$ cat config.mk
export PLATFORM = sky130hd
export DESIGN_NAME = rf_writeback_queue
export DESIGN_NICKNAME = d
export VERILOG_FILES = /design/src/rtl/rf_wb_pkg.sv /design/src/rtl/wb_dual_push_fifo.sv /design/src/rtl/rf_writeback_queue.sv
export SDC_FILE = /design/constraint.sdc
export NUM_CORES = 1
export LEC_CHECK = 0
export BUFFER_PORTS_ARGS = -buffer_cell sky130_fd_sc_hd__buf_2
export CAP_MARGIN = 20
export CELL_PAD_IN_SITES_DETAIL_PLACEMENT = 0
export CELL_PAD_IN_SITES_GLOBAL_PLACEMENT = 1
export CORE_ASPECT_RATIO = 1.25
export CORE_MARGIN = 1
export CORE_UTILIZATION = 33
export DETAILED_ROUTE_END_ITERATION = 6
export PLACE_DENSITY = 0.72
export SLEW_MARGIN = 20
export SYNTH_ARGS = -nofsm -noshare
export SYNTH_HDL_FRONTEND = slang
export SYNTH_SLANG_ARGS = --single-unit
$ cat constraint.sdc
create_clock -name clk -period 6.05 [get_ports clk]
set_input_delay 0.3025 -clock clk [delete_from_list [all_inputs] [get_ports clk]]
set_output_delay 0.3025 -clock clk [all_outputs]
set_load 0.01 [all_outputs]
$ cat src/rtl/rf_wb_pkg.sv
// Shared types and helpers for the register-file writeback queue.
// Default widths match the RV32 register file.
package rf_wb_pkg;

    localparam int XLEN_DEF   = 32;
    localparam int ADDR_W_DEF = 5;

    typedef struct packed {
        logic [ADDR_W_DEF-1:0] rd;
        logic [XLEN_DEF-1:0]   data;
    } wb_entry_t;

    // x0 is hardwired to zero, so results aimed at it are dropped.
    function automatic logic rd_is_zero(input logic [31:0] rd);
        return rd == 32'd0;
    endfunction

endpackage

$ cat src/rtl/wb_dual_push_fifo.sv
// In-order ring buffer with two ordered push ports and one pop port.
// Per-entry valid/rd are exported so the parent can decode pending destinations.
module wb_dual_push_fifo
    import rf_wb_pkg::*;
#(
    parameter type entry_t = wb_entry_t,
    parameter int  ADDR_W  = ADDR_W_DEF,
    parameter int  DEPTH   = 4,
    localparam int PTR_W   = $clog2(DEPTH),
    localparam int CNT_W   = PTR_W + 1
) (
    input  logic                         clk,
    input  logic                         reset_n,
    input  logic                         push0_en,
    input  entry_t                       push0_entry,
    input  logic                         push1_en,
    input  entry_t                       push1_entry,
    input  logic                         pop_en,
    output logic [CNT_W-1:0]             count,
    output entry_t                       head,
    output logic [DEPTH-1:0]             ent_valid,
    output logic [DEPTH-1:0][ADDR_W-1:0] ent_rd
);

    entry_t             mem_q [DEPTH];
    entry_t             mem_d [DEPTH];
    logic [DEPTH-1:0]   valid_q, valid_d;
    logic [PTR_W-1:0]   wr_ptr_q, wr_ptr_d;
    logic [PTR_W-1:0]   rd_ptr_q, rd_ptr_d;
    logic [CNT_W-1:0]   count_q, count_d;
    logic [PTR_W-1:0]   slot1;

    // NOTE: every always_comb output gets a default first so no path leaves it unassigned (no latch).
    always_comb begin
        mem_d    = mem_q;
        valid_d  = valid_q;
        rd_ptr_d = rd_ptr_q;
        // Second push lands behind the first only when the first actually happened.
        slot1    = wr_ptr_q + PTR_W'(push0_en);
        if (pop_en) begin
            valid_d[rd_ptr_q] = 1'b0;
            rd_ptr_d          = rd_ptr_q + PTR_W'(1);
        end
        if (push0_en) begin
            mem_d[wr_ptr_q]   = push0_entry;
            valid_d[wr_ptr_q] = 1'b1;
        end
        if (push1_en) begin
            mem_d[slot1]   = push1_entry;
            valid_d[slot1] = 1'b1;
        end
        wr_ptr_d = wr_ptr_q + PTR_W'(push0_en) + PTR_W'(push1_en);
        count_d  = count_q + CNT_W'(push0_en) + CNT_W'(push1_en) - CNT_W'(pop_en);
    end

    // NOTE: state registers use non-blocking assignments so every flop samples pre-edge values.
    always_ff @(posedge clk or negedge reset_n) begin
        if (!reset_n) begin
            valid_q  <= '0;
            wr_ptr_q <= '0;
            rd_ptr_q <= '0;
            count_q  <= '0;
        end else begin
            valid_q  <= valid_d;
            wr_ptr_q <= wr_ptr_d;
            rd_ptr_q <= rd_ptr_d;
            count_q  <= count_d;
        end
    end

    // NOTE: the payload array is deliberately not reset; the valid bits and count qualify every read.
    always_ff @(posedge clk) begin
        mem_q <= mem_d;
    end

    always_comb begin
        for (int i = 0; i < DEPTH; i++) begin
            ent_rd[i] = mem_q[i].rd;
        end
    end

    assign count     = count_q;
    assign head      = mem_q[rd_ptr_q];
    assign ent_valid = valid_q;

endmodule

$ cat src/rtl/rf_writeback_queue.sv
// Collects ALU and load results into an in-order queue and issues one
// register-file write per cycle; exports a pending-destination mask for decode.
module rf_writeback_queue
    import rf_wb_pkg::*;
#(
    parameter int XLEN   = XLEN_DEF,
    parameter int ADDR_W = ADDR_W_DEF,
    parameter int DEPTH  = 4
) (
    input  logic                  clk,
    input  logic                  reset_n,
    input  logic                  mem_valid,
    input  logic [ADDR_W-1:0]     mem_rd,
    input  logic [XLEN-1:0]       mem_data,
    output logic                  mem_ready,
    input  logic                  alu_valid,
    input  logic [ADDR_W-1:0]     alu_rd,
    input  logic [XLEN-1:0]       alu_data,
    output logic                  alu_ready,
    output logic                  wr_en,
    output logic [ADDR_W-1:0]     wr_addr,
    output logic [XLEN-1:0]       wr_data,
    output logic [2**ADDR_W-1:0]  pending,
    output logic                  idle
);

    localparam int CNT_W = $clog2(DEPTH) + 1;

    typedef struct packed {
        logic [ADDR_W-1:0] rd;
        logic [XLEN-1:0]   data;
    } entry_t;

    logic [CNT_W-1:0]             count;
    entry_t                       head;
    logic [DEPTH-1:0]             ent_valid;
    logic [DEPTH-1:0][ADDR_W-1:0] ent_rd;
    logic                         push0_en, push1_en;

    // Readies ignore the same-cycle pop; the ALU yields the last slot to the load path.
    assign mem_ready = reset_n && (count < CNT_W'(DEPTH));
    assign alu_ready = reset_n && ((count < CNT_W'(DEPTH - 1)) ||
                                   ((count == CNT_W'(DEPTH - 1)) && !mem_valid));

    assign push0_en = mem_valid && mem_ready && !rd_is_zero(32'(mem_rd));
    assign push1_en = alu_valid && alu_ready && !rd_is_zero(32'(alu_rd));

    wb_dual_push_fifo #(
        .entry_t (entry_t),
        .ADDR_W  (ADDR_W),
        .DEPTH   (DEPTH)
    ) u_fifo (
        .clk         (clk),
        .reset_n     (reset_n),
        .push0_en    (push0_en),
        .push0_entry ('{rd: mem_rd, data: mem_data}),
        .push1_en    (push1_en),
        .push1_entry ('{rd: alu_rd, data: alu_data}),
        .pop_en      (wr_en),
        .count       (count),
        .head        (head),
        .ent_valid   (ent_valid),
        .ent_rd      (ent_rd)
    );

    assign idle    = (count == '0);
    assign wr_en   = !idle;
    assign wr_addr = wr_en ? head.rd   : '0;
    assign wr_data = wr_en ? head.data : '0;

    always_comb begin
        pending = '0;
        for (int i = 0; i < DEPTH; i++) begin
            if (ent_valid[i]) begin
                pending[ent_rd[i]] = 1'b1;
            end
        end
        pending[0] = 1'b0;
    end

endmodule

Word level (Yosys, flattened, before mapping)
Index checks and enable logic that the tools add are counted.
- add/sub/neg operators: 6
- $mul: 0
- divide/modulo/power cells: 0
- $lt $le $gt $ge: 21
- equality and inequality tests: 1
- shift-type cells: 0
- muxes and demuxes: 34
- bitwise logic cells: 10
- reductions and logical operators: 24
- operators with widths (cell ; count):
    $bwmux W148 ; 2
    $mux W148 ; 2
    $mux W32 ; 5
    $demux W37 S2 ; 2
    $mux W37 ; 4
    $or A32 B32 Y32 ; 3
    $bmux W37 S2 ; 1
    $lt A5 B6 Y1 const B ; 4
    $demux W1 S5 ; 4
    $ge A5 B1 Y1 const B ; 4
    $logic_and A1 B1 Y1 ; 16
    $mux W4 ; 3
    $logic_not A5 Y1 ; 2
    $ge A3 B3 Y1 const B ; 3
    $lt A2 B3 Y1 const B ; 3
    $not A2 Y3 ; 3
    $or A4 B4 Y4 ; 2
    $mux W1 ; 7
    $add A3 B1 Y3 ; 2
    $demux W1 S2 ; 3
    $ge A2 B1 Y1 const B ; 3
    $lt A3 B1 Y1 const B ; 2
    $mux W5 ; 1
    $add A2 B1 Y2 ; 2
    other kinds (10) ; 13
- flip-flop bits (word level): 159
- bits in latches: 0
- RAM bits: 0
- bits in read-only memories: 0
- bits of input ports: 78
- output and inout port bits: 73
- word-level logic and storage cells: 108
- memories: 0

Depth between registers and ports, before layout
- depth in word-level cells: 12
- depth in mapped cells: 11
- mapped depth without buffers: 11

By module
Synthesis repeated with hierarchy kept, for this count alone.
- cell total of the unflattened synthesis: 1125
- area, all modules: 9191.3 µm²
- modules (own cells, without submodules) (module ; instances ; cells each ; area each (µm²) ; sequential area each (µm²)):
    wb_dual_push_fifo ; 1 ; 946 ; 7895.1 ; 3238.1
    rf_writeback_queue ; 1 ; 179 ; 1296.2 ; 0.0

Worst setup path after synthesis
Ideal clock, no wire load.
- path kind: input -> register
- start point: in mem_rd[1]
- end point: reg u_fifo.mem_q[55] (netlist bit)
- library setup time: 0.121 ns
- arrival: 2.394 ns
- data required time: 5.929 ns
- slack: 3.536 ns
- stages on the path: 9
- path buffers: 2
- cells stage by stage: or4_4 -> o21a_1 -> ha_1 -> xnor2_1 -> nor2_1 -> nand3_2 -> buf_6 -> clkbuf_4 -> mux2_2
- RTL lines (item ; line ; RTL):
    start: declaration ; rf_writeback_queue.sv:13 ; input logic [ADDR_W-1:0] mem_rd,
    end signal: assignment ; wb_dual_push_fifo.sv:73 ; mem_q <= mem_d;
    end: declaration ; wb_dual_push_fifo.sv:25 ; entry_t mem_q [DEPTH];

==> impl_metrics.csv <==
group,metric,value,unit
routing,drtIter0Drc,255,
grt,grt_pass1_wl,40100,um
place,dp_hpwl,17400,um
power,clkPwrFrac,18.9,%
worst_setup_path,reg2reg_to,"u_fifo.mem_q[139]",
job,cap_violations,0,
power,leakage,4.59,nW
grt,grt_start_max_net_pins,47,
die,die_h,191,um
sta,rsz0062_at_grt,"false",
place,port_buffers,149,
worst_setup_path,crit_required,6.35,ns
grt,grt_pass1_vias,6954,
logic_synthesis,synth_cells,805,
power,p_comb_share,46.8,%
logic_synthesis,syn_area,0.00947,mm^2
cells_and_area,drive_gt1_share,47.7,%
routing,post_drt_wl_per_cell,20.1,um
logic_synthesis,synth_seq_cells,159,
worst_setup_path,worstPathArrival,3.78,ns
sta,tightest_slew,1.18,ns
power,switching_power,2.12,mW
worst_setup_path,crit_slowest_cell,"dlygate4sd3_1",
die,start_util,33.5,%
sta,fin_skew,0.0115,ns
logic_synthesis,ys.flop_type,"dfxtp_1",
routing,vias,6930,
die,die-area,0.0294,mm^2
logic_synthesis,synth_top_area_share,31.3,%
sta,slew_violations,0,
clock_tree,numCtsBuffers,17,
sta,hold_viol_final,0,
clock_tree,cts-root-buf,"clkbuf_16",
worst_setup_path,r2r-start,"u_fifo.count[2]",
min_path,hold_path_depth,2,
sta,finalSetupViolCount,0,
worst_setup_path,crit_chain,"dlygate4sd3_1 -> buf_2 -> and3b_1 -> o21a_1 -> ha_1 -> xnor2_1 -> nand4b_1 -> buf_6 -> buf_4 -> mux2_1",
cells_and_area,syn_to_final_growth,16.3,%
worst_setup_path,critical_path_buf_inv_count,4,
routing,finalWirelength,25900,um
cells_and_area,diodes,0,
clock_tree,clockBufferDepth,2,
cells_and_area,finalNetCount,1010,
clock_tree,clock_latency,0.42,ns
logic_synthesis,avgSynthCellArea,11.8,um^2
power,ir_drop,0.221,mV
worst_setup_path,path_delay_family,"buffers and inverters",
min_path,min_to,"u_fifo.mem_q[27]",
status,status,"completed",
logic_synthesis,synth-async-reset-ratio,6.92,%
logic_synthesis,yosys-top-cells-count,"204 x mux2_2, 148 x dfxtp_1, 92 x mux2_1",
logic_synthesis,ys_seq_area_share,34.2,%
worst_setup_path,cp-end-kind,"flop",
sta,fin_setup_tns,0,ns
worst_setup_path,rrSetupSlack,2.92,ns
sta,fin_crit,3.48,ns
place,place_congestion,0.899,
power,internal_power,4.01,mW
power,switching_share,34.5,%
logic_synthesis,synthDistinctLibCells,46,
grt,track_usage,17.8,%
min_path,hp-class,"primary input to flop",
grt,antenna_found_initial,1,
worst_setup_path,cp-start-kind,"primary input",
die,die_x,154,um
routing,firstDrtPassIters,5,
routing,via_per_inst,5.37,
place,place_area,0.0104,mm^2
clock_tree,cts_sinks,159,
sta,fin_crit_sh,57.5,%
clock_tree,htreeDepth,4,
worst_setup_path,critPathMaxFanout,23,
power,p_per_area,556,mW/mm^2
logic_synthesis,synth_area_leaders,"dfxtp_1 31%, mux2_2 24%, mux2_1 11%, mux4_2 8.8%, dfrtp_1 2.9%",
min_path,min_from,"alu_data[27]",
sta,slew_headroom,21.5,%
logic_synthesis,mappedNetlistNets,893,
logic_synthesis,synth-edff-count,0,
sta,fmax,0.287,GHz
worst_setup_path,critPathKind,"primary input to flop",
logic_synthesis,yosysTopAreaCell,"dfxtp_1",
clock_tree,cts_tree,"yes",
cells_and_area,design_area,0.0110,mm^2
grt,grt_overflow_total,0,
die,row_count,69,
logic_synthesis,yosysMostFrequentCell,"mux2_2",
logic_synthesis,ys_warn_count,0,
clock_tree,clk_pin_slew_worst_paths,0.06,ns
routing,drt.antenna.violating_nets,0,
power,pwr-share-seq,34.3,%
die,io_pins,151,
worst_setup_path,critPathLaunch,"reset_n",
routing,drc,0,
worst_setup_path,cpPeakStageDelay,0.55,ns
die,core_area,0.0283,mm^2
clock_tree,cts_resized,0,
worst_setup_path,reg2regPathDepth,8,
==> metal layers <==
layer	global-route usage (%)	routed length, um
met3	3.08	1260
met4	5.54	385
met5	0	12
met2	31.7	13200
met1	21.7	11000
==> worst max-delay path by stage <==
stage          slack, ns  depth (start not counted)                 to
5_1_grt             2.35                         10  u_fifo.mem_q[139]
3_3_place_gp        2.29                          8  u_fifo.mem_q[139]
3_5_place_dp        2.19                          8  u_fifo.mem_q[130]
6_report            2.57                         10  u_fifo.mem_q[139]
2_1_floorplan       3.54                          9   u_fifo.mem_q[55]
4_1_cts             2.14                          9  u_fifo.mem_q[139]
==> flip-flops by register name, summed over array words and instances (netlist names) <==
signal / flops
u_fifo.count: 3
u_fifo.ent_rd: 20
u_fifo.ent_valid: 4
u_fifo.mem_q: 128
u_fifo.rd_ptr_q: 2
u_fifo.wr_ptr_q: 2
==> metrics by stage <==
| step | total power, mW | worst slack (ns) | instances | hold slack [ns] | util [%] |
|---|---|---|---|---|---|
| 2_1_floorplan | 4.15 | 3.54 | 805 | 0.00691 | - |
| 3_3_place_gp | 4.91 | 2.29 | 1256 | 0.204 | 36.6 |
| 3_5_place_dp | 4.99 | 2.19 | 1256 | 0.210 | 36.6 |
| 4_1_cts | 6.17 | 2.14 | 1289 | 0.124 | 38.9 |
| 5_1_grt | 6.55 | 2.35 | 1290 | 0.138 | 38.9 |
| 6_report | 6.13 | 2.57 | 1290 | 0.136 | 38.9 |
==> repair_timing <==
| action | in CTS | in global routing |
|---|---|---|
| buffers inserted | 0 | 0 |
| hold buffers | 1 | 0 |
| endpoints found under the hold margin | 11 | 0 |
==> layout by cell type, fill, tap and decap left out, types with 5 or more instances in the layout <==
master / n
a221o_1: 6
mux2_2: 204
dfxtp_1: 148
clkbuf_16: 17
nand3_1: 9
nand3b_1: 10
nand2_1: 29
o211ai_1: 7
nor2b_1: 5
mux4_2: 37
a21oi_1: 5
buf_4: 11
nor3b_1: 9
o22ai_1: 8
ha_1: 8
and3b_1: 7
dfrtp_1: 9
a22oi_1: 15
mux2_1: 92
o221ai_1: 14
nor2_1: 21
inv_1: 15
buf_2: 149
and2_1: 39
==> cell families after synthesis <==
family | Yosys count | share of synthesized area, %
muxes | 333 | 44.0
DFF | 159 | 34.2
buffers and inverters | 79 | 5.05
AOI/OAI and AO/OA | 69 | 5.76
other | 1 | 0.0396
adders and majority gates | 10 | 1.48
xor gates and xnor gates | 4 | 0.370
and+or+nand+nor | 150 | 9.14
==> area by class of cell <==
class / count / area (um^2)
clock buffers: 21 / 460
clock inverters: 11 / 176
fillers: 2779 / 17300
inverters: 15 / 56.3
multi-input cells: 567 / 5790
flip-flops and latches: 159 / 3240
well taps: 355 / 444
repair buffers: 162 / 850
==> power groups by stage <==
stage	registers (mW)	clock network [mW]	logic, mW
after floorplan	1.83	0	2.32
after global placement	2.09	0	2.82
after detailed placement	2.12	0	2.88
after CTS	2.10	1.18	2.90
after global routing	2.18	1.23	3.14
final	2.10	1.16	2.87
Power figures use the tool's default switching activity.
